<file path="src/rtl/ddr4_pingpong_sched_if.sv">
// Signal bundle between the interleaver engines / MIG user interface and the
// ping-pong scheduler. The scheduler takes the slave side.
interface ddr4_pingpong_sched_if #(
  parameter int unsigned BURST_LEN_W = 8
);
  logic                   init_calib_complete;
  logic                   wr_page_req;
  logic                   wr_page_gnt;
  logic                   wr_bank;
  logic                   wr_page_done;
  logic                   rd_page_req;
  logic                   rd_page_gnt;
  logic                   rd_bank;
  logic                   rd_page_done;
  logic                   wr_burst_req;
  logic [BURST_LEN_W-1:0] wr_burst_len;
  logic                   rd_burst_req;
  logic [BURST_LEN_W-1:0] rd_burst_len;
  logic                   app_rdy;
  logic                   app_wdf_rdy;
  logic                   wr_burst_gnt;
  logic                   rd_burst_gnt;
  logic                   burst_beat;
  logic                   burst_done;
  logic [1:0]             bank_full;
  logic                   proto_err;

  modport slave (
    input  init_calib_complete, wr_page_req, wr_page_done, rd_page_req, rd_page_done,
           wr_burst_req, wr_burst_len, rd_burst_req, rd_burst_len, app_rdy, app_wdf_rdy,
    output wr_page_gnt, wr_bank, rd_page_gnt, rd_bank, wr_burst_gnt, rd_burst_gnt,
           burst_beat, burst_done, bank_full, proto_err
  );

  modport master (
    output init_calib_complete, wr_page_req, wr_page_done, rd_page_req, rd_page_done,
           wr_burst_req, wr_burst_len, rd_burst_req, rd_burst_len, app_rdy, app_wdf_rdy,
    input  wr_page_gnt, wr_bank, rd_page_gnt, rd_bank, wr_burst_gnt, rd_burst_gnt,
           burst_beat, burst_done, bank_full, proto_err
  );
endinterface

</file>
<file path="src/rtl/ddr4_pingpong_sched.sv">
// Ping-pong DDR4 bank allocator plus MIG command-slot arbiter between the
// interleaver write and read engines.
module ddr4_pingpong_sched #(
  parameter int unsigned BURST_LEN_W        = 8,
  parameter int unsigned WR_PRIORITY_BURSTS = 1
) (
  input  logic                        ui_clk,
  input  logic                        ui_clk_sync_rst,
  ddr4_pingpong_sched_if.slave        bus
);
  localparam int unsigned          STREAK_W   = 4;
  localparam logic [STREAK_W-1:0]  STREAK_MAX = '1;
  localparam logic [STREAK_W-1:0]  PRIO       = STREAK_W'(WR_PRIORITY_BURSTS);

  typedef enum logic [1:0] {BANK_FREE, BANK_WRITING, BANK_FULL, BANK_READING} bank_e;
  typedef enum logic [1:0] {ARB_IDLE, ARB_WR, ARB_RD} arb_e;

  bank_e bank_q [2];
  bank_e bank_d [2];
  logic  wr_ptr_q, wr_ptr_d, rd_ptr_q, rd_ptr_d;
  logic  wr_bank_q, wr_bank_d, rd_bank_q, rd_bank_d;
  logic  wr_page_gnt_q, wr_page_gnt_d, rd_page_gnt_q, rd_page_gnt_d;
  logic  proto_err_q, proto_err_d;
  logic  any_writing, any_reading;

  arb_e                   state_q, state_d;
  logic [BURST_LEN_W-1:0] cnt_q, cnt_d, tgt_q, tgt_d;
  logic [STREAK_W-1:0]    streak_q, streak_d;
  logic                   wr_gnt_q, wr_gnt_d, rd_gnt_q, rd_gnt_d;
  logic                   beat_c, last_c;

  assign any_writing = (bank_q[0] == BANK_WRITING) || (bank_q[1] == BANK_WRITING);
  assign any_reading = (bank_q[0] == BANK_READING) || (bank_q[1] == BANK_READING);

  // Bank lifecycle: done pulses act on the owned bank, grants on the pointed bank
  always_comb begin
    bank_d        = bank_q;
    wr_ptr_d      = wr_ptr_q;
    rd_ptr_d      = rd_ptr_q;
    wr_bank_d     = wr_bank_q;
    rd_bank_d     = rd_bank_q;
    wr_page_gnt_d = 1'b0;
    rd_page_gnt_d = 1'b0;
    proto_err_d   = proto_err_q;

    if (bus.wr_page_done) begin
      if (bank_q[wr_bank_q] == BANK_WRITING) bank_d[wr_bank_q] = BANK_FULL;
      else                                   proto_err_d       = 1'b1;
    end
    if (bus.rd_page_done) begin
      if (bank_q[rd_bank_q] == BANK_READING) bank_d[rd_bank_q] = BANK_FREE;
      else                                   proto_err_d       = 1'b1;
    end

    // Grant eligibility looks only at registered state, never at this cycle's dones
    if (bus.init_calib_complete && bus.wr_page_req && !any_writing &&
        bank_q[wr_ptr_q] == BANK_FREE) begin
      wr_page_gnt_d     = 1'b1;
      wr_bank_d         = wr_ptr_q;
      bank_d[wr_ptr_q]  = BANK_WRITING;
      wr_ptr_d          = ~wr_ptr_q;
    end
    if (bus.init_calib_complete && bus.rd_page_req && !any_reading &&
        bank_q[rd_ptr_q] == BANK_FULL) begin
      rd_page_gnt_d     = 1'b1;
      rd_bank_d         = rd_ptr_q;
      bank_d[rd_ptr_q]  = BANK_READING;
      rd_ptr_d          = ~rd_ptr_q;
    end
  end

  assign beat_c = (wr_gnt_q & bus.app_rdy & bus.app_wdf_rdy) | (rd_gnt_q & bus.app_rdy);
  assign last_c = beat_c && (cnt_q == tgt_q - BURST_LEN_W'(1));

  // Command arbiter: a grant is held until its burst's final beat is accepted
  always_comb begin
    state_d  = state_q;
    cnt_d    = cnt_q;
    tgt_d    = tgt_q;
    streak_d = streak_q;
    wr_gnt_d = wr_gnt_q;
    rd_gnt_d = rd_gnt_q;

    case (state_q)
      ARB_IDLE: begin
        wr_gnt_d = 1'b0;
        rd_gnt_d = 1'b0;
        if (bus.init_calib_complete && (bus.wr_burst_req || bus.rd_burst_req)) begin
          cnt_d = '0;
          if (bus.rd_burst_req && (!bus.wr_burst_req || streak_q >= PRIO)) begin
            state_d  = ARB_RD;
            rd_gnt_d = 1'b1;
            tgt_d    = (bus.rd_burst_len == '0) ? BURST_LEN_W'(1) : bus.rd_burst_len;
          end else begin
            state_d  = ARB_WR;
            wr_gnt_d = 1'b1;
            tgt_d    = (bus.wr_burst_len == '0) ? BURST_LEN_W'(1) : bus.wr_burst_len;
          end
        end
      end
      ARB_WR, ARB_RD: begin
        if (beat_c) begin
          cnt_d = cnt_q + BURST_LEN_W'(1);
          if (last_c) begin
            state_d  = ARB_IDLE;
            wr_gnt_d = 1'b0;
            rd_gnt_d = 1'b0;
            cnt_d    = '0;
            if (state_q == ARB_WR)
              streak_d = (streak_q == STREAK_MAX) ? streak_q : streak_q + STREAK_W'(1);
            else
              streak_d = '0;
          end
        end
      end
      default: state_d = ARB_IDLE;
    endcase
  end

  always_ff @(posedge ui_clk) begin
    if (ui_clk_sync_rst) begin
      bank_q[0]     <= BANK_FREE;
      bank_q[1]     <= BANK_FREE;
      wr_ptr_q      <= 1'b0;
      rd_ptr_q      <= 1'b0;
      wr_bank_q     <= 1'b0;
      rd_bank_q     <= 1'b0;
      wr_page_gnt_q <= 1'b0;
      rd_page_gnt_q <= 1'b0;
      proto_err_q   <= 1'b0;
      state_q       <= ARB_IDLE;
      cnt_q         <= '0;
      tgt_q         <= '0;
      streak_q      <= '0;
      wr_gnt_q      <= 1'b0;
      rd_gnt_q      <= 1'b0;
    end else begin
      bank_q        <= bank_d;
      wr_ptr_q      <= wr_ptr_d;
      rd_ptr_q      <= rd_ptr_d;
      wr_bank_q     <= wr_bank_d;
      rd_bank_q     <= rd_bank_d;
      wr_page_gnt_q <= wr_page_gnt_d;
      rd_page_gnt_q <= rd_page_gnt_d;
      proto_err_q   <= proto_err_d;
      state_q       <= state_d;
      cnt_q         <= cnt_d;
      tgt_q         <= tgt_d;
      streak_q      <= streak_d;
      wr_gnt_q      <= wr_gnt_d;
      rd_gnt_q      <= rd_gnt_d;
    end
  end

  assign bus.wr_page_gnt  = wr_page_gnt_q;
  assign bus.rd_page_gnt  = rd_page_gnt_q;
  assign bus.wr_bank      = wr_bank_q;
  assign bus.rd_bank      = rd_bank_q;
  assign bus.proto_err    = proto_err_q;
  assign bus.wr_burst_gnt = wr_gnt_q;
  assign bus.rd_burst_gnt = rd_gnt_q;
  assign bus.burst_beat   = beat_c;
  assign bus.burst_done   = last_c;
  assign bus.bank_full    = {bank_q[1] == BANK_FULL, bank_q[0] == BANK_FULL};

endmodule
</file>
<file path="src/flat_wrapper.sv">
// flat-port wrapper written by rule: the top's interface ports become plain ports
module ddr4_pingpong_sched_flat 
#(
  parameter int unsigned BURST_LEN_W        = 8,
  parameter int unsigned WR_PRIORITY_BURSTS = 1
)
  (ui_clk, ui_clk_sync_rst, bus_init_calib_complete, bus_wr_page_req, bus_wr_page_done, bus_rd_page_req, bus_rd_page_done, bus_wr_burst_req, bus_wr_burst_len, bus_rd_burst_req, bus_rd_burst_len, bus_app_rdy, bus_app_wdf_rdy, bus_wr_page_gnt, bus_wr_bank, bus_rd_page_gnt, bus_rd_bank, bus_wr_burst_gnt, bus_rd_burst_gnt, bus_burst_beat, bus_burst_done, bus_bank_full, bus_proto_err);
  ddr4_pingpong_sched_if #(.BURST_LEN_W(BURST_LEN_W)) bus_i ();
  input  logic ui_clk;
  input  logic ui_clk_sync_rst;
  input wire logic [$bits(bus_i.init_calib_complete)-1:0] bus_init_calib_complete;
  input wire logic [$bits(bus_i.wr_page_req)-1:0] bus_wr_page_req;
  input wire logic [$bits(bus_i.wr_page_done)-1:0] bus_wr_page_done;
  input wire logic [$bits(bus_i.rd_page_req)-1:0] bus_rd_page_req;
  input wire logic [$bits(bus_i.rd_page_done)-1:0] bus_rd_page_done;
  input wire logic [$bits(bus_i.wr_burst_req)-1:0] bus_wr_burst_req;
  input wire logic [$bits(bus_i.wr_burst_len)-1:0] bus_wr_burst_len;
  input wire logic [$bits(bus_i.rd_burst_req)-1:0] bus_rd_burst_req;
  input wire logic [$bits(bus_i.rd_burst_len)-1:0] bus_rd_burst_len;
  input wire logic [$bits(bus_i.app_rdy)-1:0] bus_app_rdy;
  input wire logic [$bits(bus_i.app_wdf_rdy)-1:0] bus_app_wdf_rdy;
  output wire logic [$bits(bus_i.wr_page_gnt)-1:0] bus_wr_page_gnt;
  output wire logic [$bits(bus_i.wr_bank)-1:0] bus_wr_bank;
  output wire logic [$bits(bus_i.rd_page_gnt)-1:0] bus_rd_page_gnt;
  output wire logic [$bits(bus_i.rd_bank)-1:0] bus_rd_bank;
  output wire logic [$bits(bus_i.wr_burst_gnt)-1:0] bus_wr_burst_gnt;
  output wire logic [$bits(bus_i.rd_burst_gnt)-1:0] bus_rd_burst_gnt;
  output wire logic [$bits(bus_i.burst_beat)-1:0] bus_burst_beat;
  output wire logic [$bits(bus_i.burst_done)-1:0] bus_burst_done;
  output wire logic [$bits(bus_i.bank_full)-1:0] bus_bank_full;
  output wire logic [$bits(bus_i.proto_err)-1:0] bus_proto_err;
  assign bus_i.init_calib_complete = bus_init_calib_complete;
  assign bus_i.wr_page_req = bus_wr_page_req;
  assign bus_i.wr_page_done = bus_wr_page_done;
  assign bus_i.rd_page_req = bus_rd_page_req;
  assign bus_i.rd_page_done = bus_rd_page_done;
  assign bus_i.wr_burst_req = bus_wr_burst_req;
  assign bus_i.wr_burst_len = bus_wr_burst_len;
  assign bus_i.rd_burst_req = bus_rd_burst_req;
  assign bus_i.rd_burst_len = bus_rd_burst_len;
  assign bus_i.app_rdy = bus_app_rdy;
  assign bus_i.app_wdf_rdy = bus_app_wdf_rdy;
  assign bus_wr_page_gnt = bus_i.wr_page_gnt;
  assign bus_wr_bank = bus_i.wr_bank;
  assign bus_rd_page_gnt = bus_i.rd_page_gnt;
  assign bus_rd_bank = bus_i.rd_bank;
  assign bus_wr_burst_gnt = bus_i.wr_burst_gnt;
  assign bus_rd_burst_gnt = bus_i.rd_burst_gnt;
  assign bus_burst_beat = bus_i.burst_beat;
  assign bus_burst_done = bus_i.burst_done;
  assign bus_bank_full = bus_i.bank_full;
  assign bus_proto_err = bus_i.proto_err;
  ddr4_pingpong_sched #(.BURST_LEN_W(BURST_LEN_W), .WR_PRIORITY_BURSTS(WR_PRIORITY_BURSTS)) u_core (.ui_clk(ui_clk), .ui_clk_sync_rst(ui_clk_sync_rst), .bus(bus_i));
endmodule
</file>
<file path="config.mk">
export PLATFORM = sky130hd
export DESIGN_NAME = ddr4_pingpong_sched_flat
export DESIGN_NICKNAME = d
export VERILOG_FILES = /design/src/rtl/ddr4_pingpong_sched_if.sv /design/src/rtl/ddr4_pingpong_sched.sv /design/src/flat_wrapper.sv
export SDC_FILE = /design/constraint.sdc
export NUM_CORES = 1
export LEC_CHECK = 0
export CORE_MARGIN = 3
export CORE_UTILIZATION = 30
export CTS_CLUSTER_DIAMETER = 40
export CTS_CLUSTER_SIZE = 20
export DETAILED_ROUTE_END_ITERATION = 8
export PLACE_DENSITY = 0.48
export SETUP_SLACK_MARGIN = 0.1
export SYNTH_ARGS = -nofsm -noshare
export SYNTH_HDL_FRONTEND = slang
export SYNTH_SLANG_ARGS = --single-unit
</file>
<file path="constraint.sdc">
create_clock -name ui_clk -period 4.3 [get_ports ui_clk]
set_input_delay 0.645 -clock ui_clk [delete_from_list [all_inputs] [get_ports ui_clk]]
set_output_delay 0.645 -clock ui_clk [all_outputs]
set_load 0.1 [all_outputs]
</file>
Word-level counts from Yosys, hierarchy flattened
Index checks and enable logic that the tools add are counted.
{"block": "word_totals", "output_inout_bits": 11, "register_bits": 35, "n_memories": 0, "mem_bits_ro": 0, "latchBits": 0, "ramBits": 0}
{"block": "classes", "n_eq_ne": 17, "div": 0, "n_lt_le_gt_ge": 9, "add_sub_neg": 3, "reduce_logical": 31, "shift": 0, "muxes": 54, "mul": 0, "bitwise_logic": 19}
{"op": "$mux 8", "count": 6}
{"op": "$mux 2", "count": 20}
{"op": "$mux 4", "count": 8}
{"op": "$logic_not 8->1", "count": 2}
{"op": "$pmux 8 s2", "count": 1}
{"op": "$eq 2x2->1 const B", "count": 7}
{"op": "$logic_and 1x1->1", "count": 13}
{"op": "$mux 1", "count": 12}
{"op": "$reduce_and 3->1", "count": 3}
{"op": "$add 8x1->8 const B", "count": 1}
{"op": "$demux 2 s1", "count": 4}
{"op": "$eq 2x1->1 const B", "count": 4}
{"op": "$eq 8x8->1", "count": 1}
{"op": "$ge 2x2->1 const B", "count": 4}
{"op": "$lt 2x1->1 const B", "count": 4}
{"op": "$not 1->2", "count": 4}
{"op": "$sub 8x1->8 const B", "count": 1}
{"op": "$add 4x1->4 const B", "count": 1}
{"op": "$and 2x2->2", "count": 2}
{"op": "$and 4x4->4", "count": 1}
{"op": "$eq 4x4->1 const B", "count": 1}
{"op": "$ge 4x1->1 const B", "count": 1}
{"op": "$logic_not 2->1", "count": 2}
{"op": "$logic_or 1x1->1", "count": 4}
{"op": "other kinds (16)", "count": 26}

Logic depth before layout (Yosys ltp)
Gate-level depths: netlist of the first run.
{"block": "logic_depth", "word_depth": 16, "ltp_mapped": 9, "ltp_nobuf": 8}

Worst setup path after synthesis of the first run
Ideal clock, no wire load.
{"block": "synth_path", "kind": "reg-to-output", "startpoint": "reg u_core.wr_gnt_q, in the netlist u_core.bus.wr_burst_gnt", "endpoint": "out bus_burst_done", "arrival_time_ps": 2174, "setup_slack_ps": 1481, "path_buffers": 1, "path_stages_with_launch": 6, "cell_sequence": "dfxtp_1 > a21o_1 > nand2_1 > a2111oi_4 > and3_2 > clkbuf_4"}
{"block": "synth_between", "elab_chain_len": 4}
{"element": "from (decl)", "line": "ddr4_pingpong_sched.sv:29", "text": "logic wr_gnt_q, wr_gnt_d, rd_gnt_q, rd_gnt_d;"}
{"element": "from (signal assigned)", "line": "ddr4_pingpong_sched.sv:150", "text": "wr_gnt_q <= wr_gnt_d;"}
{"element": "$and 1x1->1 (2 in series)", "line": "ddr4_pingpong_sched.sv:72", "text": "assign beat_c = (wr_gnt_q & bus.app_rdy & bus.app_wdf_rdy) | (rd_gnt_q & bus.app_rdy);"}
{"element": "$or 1x1->1", "line": "ddr4_pingpong_sched.sv:72"}
{"element": "$logic_and 1x1->1", "line": "ddr4_pingpong_sched.sv:73", "text": "assign last_c = beat_c && (cnt_q == tgt_q - BURST_LEN_W'(1));"}
{"element": "to (decl)", "line": "flat_wrapper.sv:29", "text": "output wire logic [$bits(bus_i.burst_done)-1:0] bus_burst_done;"}
No other way between the ends.

Final worst setup path of the first run
{"block": "layout_path", "startpoint": "reg u_core.tgt_q[0]", "endpoint": "out bus_burst_done"}
{"block": "layout_between", "elab_chain_len": 3}
{"element": "from (decl)", "line": "ddr4_pingpong_sched.sv:27", "text": "logic [BURST_LEN_W-1:0] cnt_q, cnt_d, tgt_q, tgt_d;"}
{"element": "from (signal assigned)", "line": "ddr4_pingpong_sched.sv:148", "text": "tgt_q <= tgt_d;"}
{"element": "$sub 8x1->8", "line": "ddr4_pingpong_sched.sv:73"}
{"element": "$eq 8x8->1", "line": "ddr4_pingpong_sched.sv:73"}
{"element": "$logic_and 1x1->1", "line": "ddr4_pingpong_sched.sv:73"}
No other way between the ends.

==> results of run 1 <==
==> cell type report <==
type	instances	area (µm²)
clock buffers	6	72.57
clock inverters	2	12.51
fillers	673	3908
inverters	13	48.80
multi-input cells	186	1269
flip-flops and latches	35	700.7
well taps	77	96.34
repair buffers	40	387.9
==> per-layer routing <==
layer / wire (µm) / track usage
met5: 0 / 0
met3: 165 / 0.03073
met4: 27 / 0.03709
met1: 2647 / 0.1950
met2: 2135 / 0.1991
==> flip-flops by register name (all words and copies together) (netlist names) <==
signal	flops
u_core.bus.rd_page_gnt	1
u_core.bus.rd_bank	1
u_core.cnt_q	8
u_core.streak_q	4
u_core.state_q	2
u_core.bus.rd_burst_gnt	1
u_core.rd_ptr_q	1
u_core.bus.proto_err	1
u_core.bus.wr_bank	1
u_core.wr_ptr_q	1
u_core.bank_q	4
u_core.bus.wr_burst_gnt	1
u_core.bus.wr_page_gnt	1
u_core.tgt_q	8
==> worst reg2reg max path, cell delays in order, from the launching register on <==
cell,delay (ns)
dfxtp_1,0.34
inv_1,0.07
ha_1,0.19
nand2b_2,0.09
or4b_4,0.50
a2111oi_4,0.42
a31oi_2,0.24
or4b_1,0.52
o31ai_1,0.09
==> report_power, final <==
group / internal (mW) / switching (mW) / leakage [nW]
clock network: 0.113 / 0.123 / 0.0412
logic: 0.140 / 0.205 / 0.694
registers: 0.351 / 0.0336 / 0.285
total: 0.604 / 0.362 / 1.02
==> cell usage in the layout, fill, tap and decap left out, drive strengths merged, types with 9 or more instances in the layout <==
cell / count
o21ai: 10
dfxtp: 35
xor2: 9
inv: 13
a21oi: 13
ha: 9
nand3: 11
mux2i: 12
nand2: 16
nor2: 25
clkdlybuf4s50: 35
==> through the flow <==
step	hold WS (ns)	power [mW]
3_3_place_gp	0.4975	0.7390
5_1_grt	0.5291	1.038
2_1_floorplan	0.4688	0.6369
4_1_cts	0.5132	0.9781
3_5_place_dp	0.4968	0.7365
6_report	0.5111	0.9658
==> worst paths after layout <==
| kind | from | end | slack [ns] | depth (start not counted) |
|---|---|---|---|---|
| max reg2reg | u_core.tgt_q[0] | u_core.state_q[1] | 1.75 | 8 |
| max | u_core.tgt_q[0] | bus_burst_done | 1.11 | 7 |
| min | u_core.rd_ptr_q | u_core.rd_ptr_q | 0.51 | 1 |
| min reg2reg | u_core.rd_ptr_q | u_core.rd_ptr_q | 0.51 | 1 |
==> logic make-up after synthesis <==
| group | share of synthesized area |
|---|---|
| buf+inv | 0.04449 |
| simple gates | 0.2474 |
| flops | 0.3413 |
| xor+xnor | 0.06399 |
| fa+ha+maj | 0.05485 |
| mux | 0.05850 |
| compound gates | 0.1895 |
==> impl_results.md, run 1 <==
- Status: completed
- PD cells: between 300 and 400 nW/µm²
- RSZ-0062 raised after global routing: false
- Crit-path cells: inv_1 > ha_1 > nand2b_2 > or4b_4 > a2111oi_4 > and3_2 > buf_4
- Critical Path Sink Type: primary output
- Synth Flop Type: dfxtp_1
- Fin util: 0.3984
- Vias per inst: 5.145
- Max incr delay on CP: around 0.50 ns
- Initial Util: 0.3161
- Hold Vio Cnt, Final: 0
- Die Y: ~90 µm
- # setup viols final: 0
- Peak supply drop: about 0.00016 V
- Critical Path Fanout Max: 6
- DP Area: 2502 µm²
- Syn_nets: 280
- EDFF count, synth: 0
- Worst-margin pin slew: a little under 1 ns
- Vias: approximately 1800
- Flops & latches, synth: 35
- Cells after synthesis: 244
- Avg Cell Area, Syn: 8.415 µm²
- CTS Hold Buffers Added: 0
- Worst endpoint required time: around 3.7 ns
- Min cycle time layout: around 3.2 ns
- Worst Setup Path Type: register to primary output
- Fraction of registers with async set/reset: 0
- Hpwl dp: 3817 µm
- First-pass GRT wire length: between 8000 and 9000 µm
- Leakage power: between 1 and 1.5 nW
- Initial antenna violation count: 0
- Num CTS Buffers: 5
- Total Wirelength: roughly 5000 µm
- DRT Pass-1 Iters: 4
- DP Worst Slack: roughly 1.3 ns
- Post-synthesis sequential area ratio: 0.3413
- Setup tns final: 0 ns
- Clk_lat worst skew: 0.29 ns
- GR Overflow Total: 0
- H-tree levels: 2
- Final Net Count: approximately 320
- Layout area overhead: 26.02%
- Clock skew: around 0.0052 ns
- CP Buf/Inv Count: 2
- Global-route usage over all layers: 0.1346
- 1st-iter DRT viols: between 90 and 100
- CP Launch Type: register
- CTS tree: yes
- IO Pins: 38
- Layout Cells excl Fill: approximately 360
- Drt wl/cell: 13.86 µm
- Reg clk slew, reported paths: roughly 0.070 ns
- Slowest CP cell: or4b_4
- Die X: slightly below 90 µm
- Clk buf depth: 2
- Total die area: 7873 µm²
- Max Slew Vio Count: 0
- Post-CTS Setup Inserts: 0
- Routability-driven placement congestion ratio: slightly above 0.7
- Port buffer count: 37
- Post-synth cell types: 50
- Warnings, synthesis: 0
- Slew margin rel.: 0.3503
- Most common cell in the synthesized netlist: dfxtp_1
- Mapped cell area: about 2100 µm²
- Pin count of the biggest net entering global routing: 19
- Share of layout cells above drive strength 1: 0.07447
- CP delay by family, top: simple AND/OR/NAND/NOR gates
- # DRC: 0
- Synth top area share: 0.3413
- Clock Tree Root: clkbuf_8
- Most area-consuming cells after synthesis: dfxtp_1 34%, mux2i_1 5.9%, ha_1 5.5%
- Routed Antenna Nets: 0
- Std cell rows: 29
- Hold Crit Class: register to register
- Critical Path AT: 2.54 ns
- Core box area: about 6500 µm²
- Max-cap viol count: 0
- Cell taking the most area after synthesis: dfxtp_1
- Inst Count DP: ~350
- Clock Sinks: 35
- Fmax: about 310 MHz
- Vias in the first global route: 1736
- Final period util: 0.7412
- Commonest cells post-synth: 35 x dfxtp_1, 25 x nor2_1, 16 x nand2_1
- Final Cell Area: 2587 µm²
- Min setup slack post-route: between 1 and 1.5 ns
- Post-CTS Resized: 0
- Antenna Cells: 0
Power figures use the tool's default switching activity.
==> run 2: changes to the inputs <==
==> constraint.sdc (replaced) <==
create_clock -name ui_clk -period 3 [get_ports ui_clk]
set_input_delay 0.45 -clock ui_clk [delete_from_list [all_inputs] [get_ports ui_clk]]
set_output_delay 0.45 -clock ui_clk [all_outputs]
set_load 0.1 [all_outputs]
==> run 2 against run 1 <==
Net effect: combinational power grew 44%; clock power grew 42%; sequential share of layout area shrank 0.052 points; flip-flop and latch count unchanged; first-iteration DRC count fell by 22%; global-route usage increased by 0.67 points; design area is 0.19% higher; via count rose by 1.6%; register-to-register slack got worse by 1.2 ns; count of clock-buffer cells in the layout rose by 1; largest power group unchanged.
==> impl_results.md, run 2 (synthesized netlist as in run 1, its figures left out) <==
- Std cell rows: 29 (unchanged)
- Fill cell count: 680 (+1.0%)
- Total Wirelength: 5142 µm (+3.4%)
- Vias in the first global route: 1765 (+1.7%)
- Critical Path Fanout Max: 4 (-2)
- Slew margin rel.: 0.6035 (+0.2532)
- Max Slew Vio Count: 0 (unchanged)
- Final period util: 0.9153
- Initial Util: 0.3161 (unchanged)
- Min setup slack post-route: 0.2542 ns (-0.8588 ns)
- 1st-iter DRT viols: 74 (-22%)
- Hold Vio Cnt, Final: 0 (unchanged)
- Final Net Count: 319 (+0.63%)
- Fmax: 364.2 MHz
- Vias: 1876 (+1.6%)
- Worst Setup Path Type: register to primary output
- Leakage power: 1.050 nW (+2.9%)
- CTS Hold Buffers Added: 0 (unchanged)
- Die Y: 88.73 µm (unchanged)
- Status: completed
- Regs by FF count: u_core.cnt_q: 8 flops, u_core.tgt_q: 8 flops
- Reg area: 700.7 µm² (unchanged)
- Antenna Cells: 0 (unchanged)
- Min cycle time layout: around 2.7 ns
- Clock Sinks: 35 (unchanged)
- Clock Tree Root: clkbuf_8
- Clock skew: 0.009675 ns (+0.004494 ns)
- Drt wl/cell: 14.24 µm (+2.8%)
- Initial antenna violation count: 0 (unchanged)
- GR Overflow Total: 0 (unchanged)
- # setup viols final: 0 (unchanged)
- Commonest non-fill, non-tap cell in the layout: dfxtp_1
- Pin count of the biggest net entering global routing: 18 (-1)
- Crit path launch: u_core.tgt_q[0]
- IO Pins: 38 (unchanged)
- Global-route usage over all layers: 0.1413 (+0.006674)
- R2r endpoint: u_core.state_q[1]
- Peak supply drop: 0.0002083 V (+33%)
- Routability-driven placement congestion ratio: 0.7300 (+3.4%)
- Critical Path AT: 2.30 ns (-0.24 ns)
- Vias per inst: 5.197 (+1.0%)
- Worst endpoint required time: 2.55 ns (-1.10 ns)
- Die X: 88.73 µm (unchanged)
- Clk_lat worst skew: 0.28 ns (about the same)
- Critical Path Sink Type: primary output
- HP Start: u_core.state_q[0]
- Reg2reg start: u_core.tgt_q[0]
- Layout area overhead: 26.26%
- Clk buf depth: 2 (unchanged)
- Reg clk slew, reported paths: 0.08 ns (about the same)
- Core box area: 6495 µm² (unchanged)
- CP endpoint: bus_burst_done
- Max-cap viol count: 0 (unchanged)
- # DRC: 0 (unchanged)
- Routed Antenna Nets: 0 (unchanged)
- PD cells: 533.5 nW/µm² (+43%)
- Port buffer count: 37 (unchanged)
- CP Launch Type: register
- Hold Slack: 0.5026 ns (-0.008492 ns)
- Total die area: 7873 µm² (unchanged)
- DRT Pass-1 Iters: 4 (unchanged)
- RSZ-0062 raised after global routing: false
- DP Worst Slack: 0.4016 ns (-0.8900 ns)
- Hold Crit Class: register to register
- Worst R2R Setup Slack: 0.53 ns (-1.22 ns)
- Share of layout cells above drive strength 1: 0.1092 (+0.03469)
- Most frequent cells in the layout: 35 x dfxtp_1, 26 x clkdlybuf4s50_1, 25 x nor2_1
- Hpwl dp: 3965 µm (+3.9%)
- Power Total: 1.383 mW (+43%)
- Reg2reg path depth: 8 (unchanged)
- H-tree levels: 2 (unchanged)
- CTS tree: yes
- Footprint of the multi-input gates: 1272 µm² (+0.30%)
- Setup tns final: 0 ns (unchanged)
- First-pass GRT wire length: 8763 µm (+5.0%)
- Worst-margin pin slew: 0.5886 ns (-0.3830 ns)
- Num CTS Buffers: 5 (unchanged)
-- run 2: cell count changes in the layout (fill, tap and decap cells not counted) --
| cell | before | now |
|---|---|---|
| and3_4 | 0 | 1 |
| buf_12 | 0 | 1 |
| and3_2 | 2 | 1 |
| clkbuf_1 | 1 | 2 |
| clkinvlp_4 | 1 | 0 |
| clkdlybuf4s50_1 | 35 | 26 |
| buf_4 | 5 | 15 |
-- run 2: routing by layer --
metal  routed length, µm  share of wire  GRT usage
met1                2720           0.53     0.2077
met2                2213           0.43     0.2072
met3                 159          0.031    0.02793
met4                  48         0.0093    0.04121
met5                   0              0          0
-- run 2: worst max-delay path: stages, from the launching register on --
cell,delay [ns]
dfxtp_1,0.34
inv_1,0.06
ha_1,0.20
nand2b_2,0.09
or4b_4,0.50
a2111oi_4,0.37
and3_4,0.27
buf_12,0.17
-- run 2: layout make-up --
type,instances,area share
Multi-Input combinational cell,186,0.4908
Sequential cell,35,0.2703
Clock buffer,7,0.02944
Clock inverter,1,0.001930
Tap cell,77,0.03716
Inverter,13,0.01882
Timing Repair Buffer,42,0.1515
-- run 2: how the worst min path moves through the flow --
stage	end	slack, ns	cells past startpoint
2_1_floorplan	u_core.state_q[0]	0.47	2
4_1_cts	u_core.state_q[0]	0.51	2
5_1_grt	u_core.tgt_q[7]	0.54	2
3_5_place_dp	u_core.state_q[0]	0.50	2
3_3_place_gp	u_core.rd_ptr_q	0.49	1
6_report	u_core.state_q[0]	0.50	2
-- run 2: metrics by stage --
stage               utilization  std cells  cell area (µm²)
finish                   0.3992        361             2592
global route             0.3992        361             2592
CTS                      0.3980        360             2585
detailed placement       0.3849        352             2500
global placement         0.3849        352             2500
floorplan                     -        244             2053
-- run 2: what timing repair did --
action / in CTS / in global routing
endpoints found under the setup margin: 1 / 1
resized for setup: 1 / 0
setup buffers: 0 / 1
pin swaps: 0 / 2
-- run 2: report_power, final --
group	switching (mW)	leakage, nW	total, mW	internal, mW
logic	0.297	0.723	0.498	0.201
clock network	0.171	0.0422	0.334	0.163
registers	0.0477	0.285	0.551	0.503
total	0.516	1.05	1.38	0.868
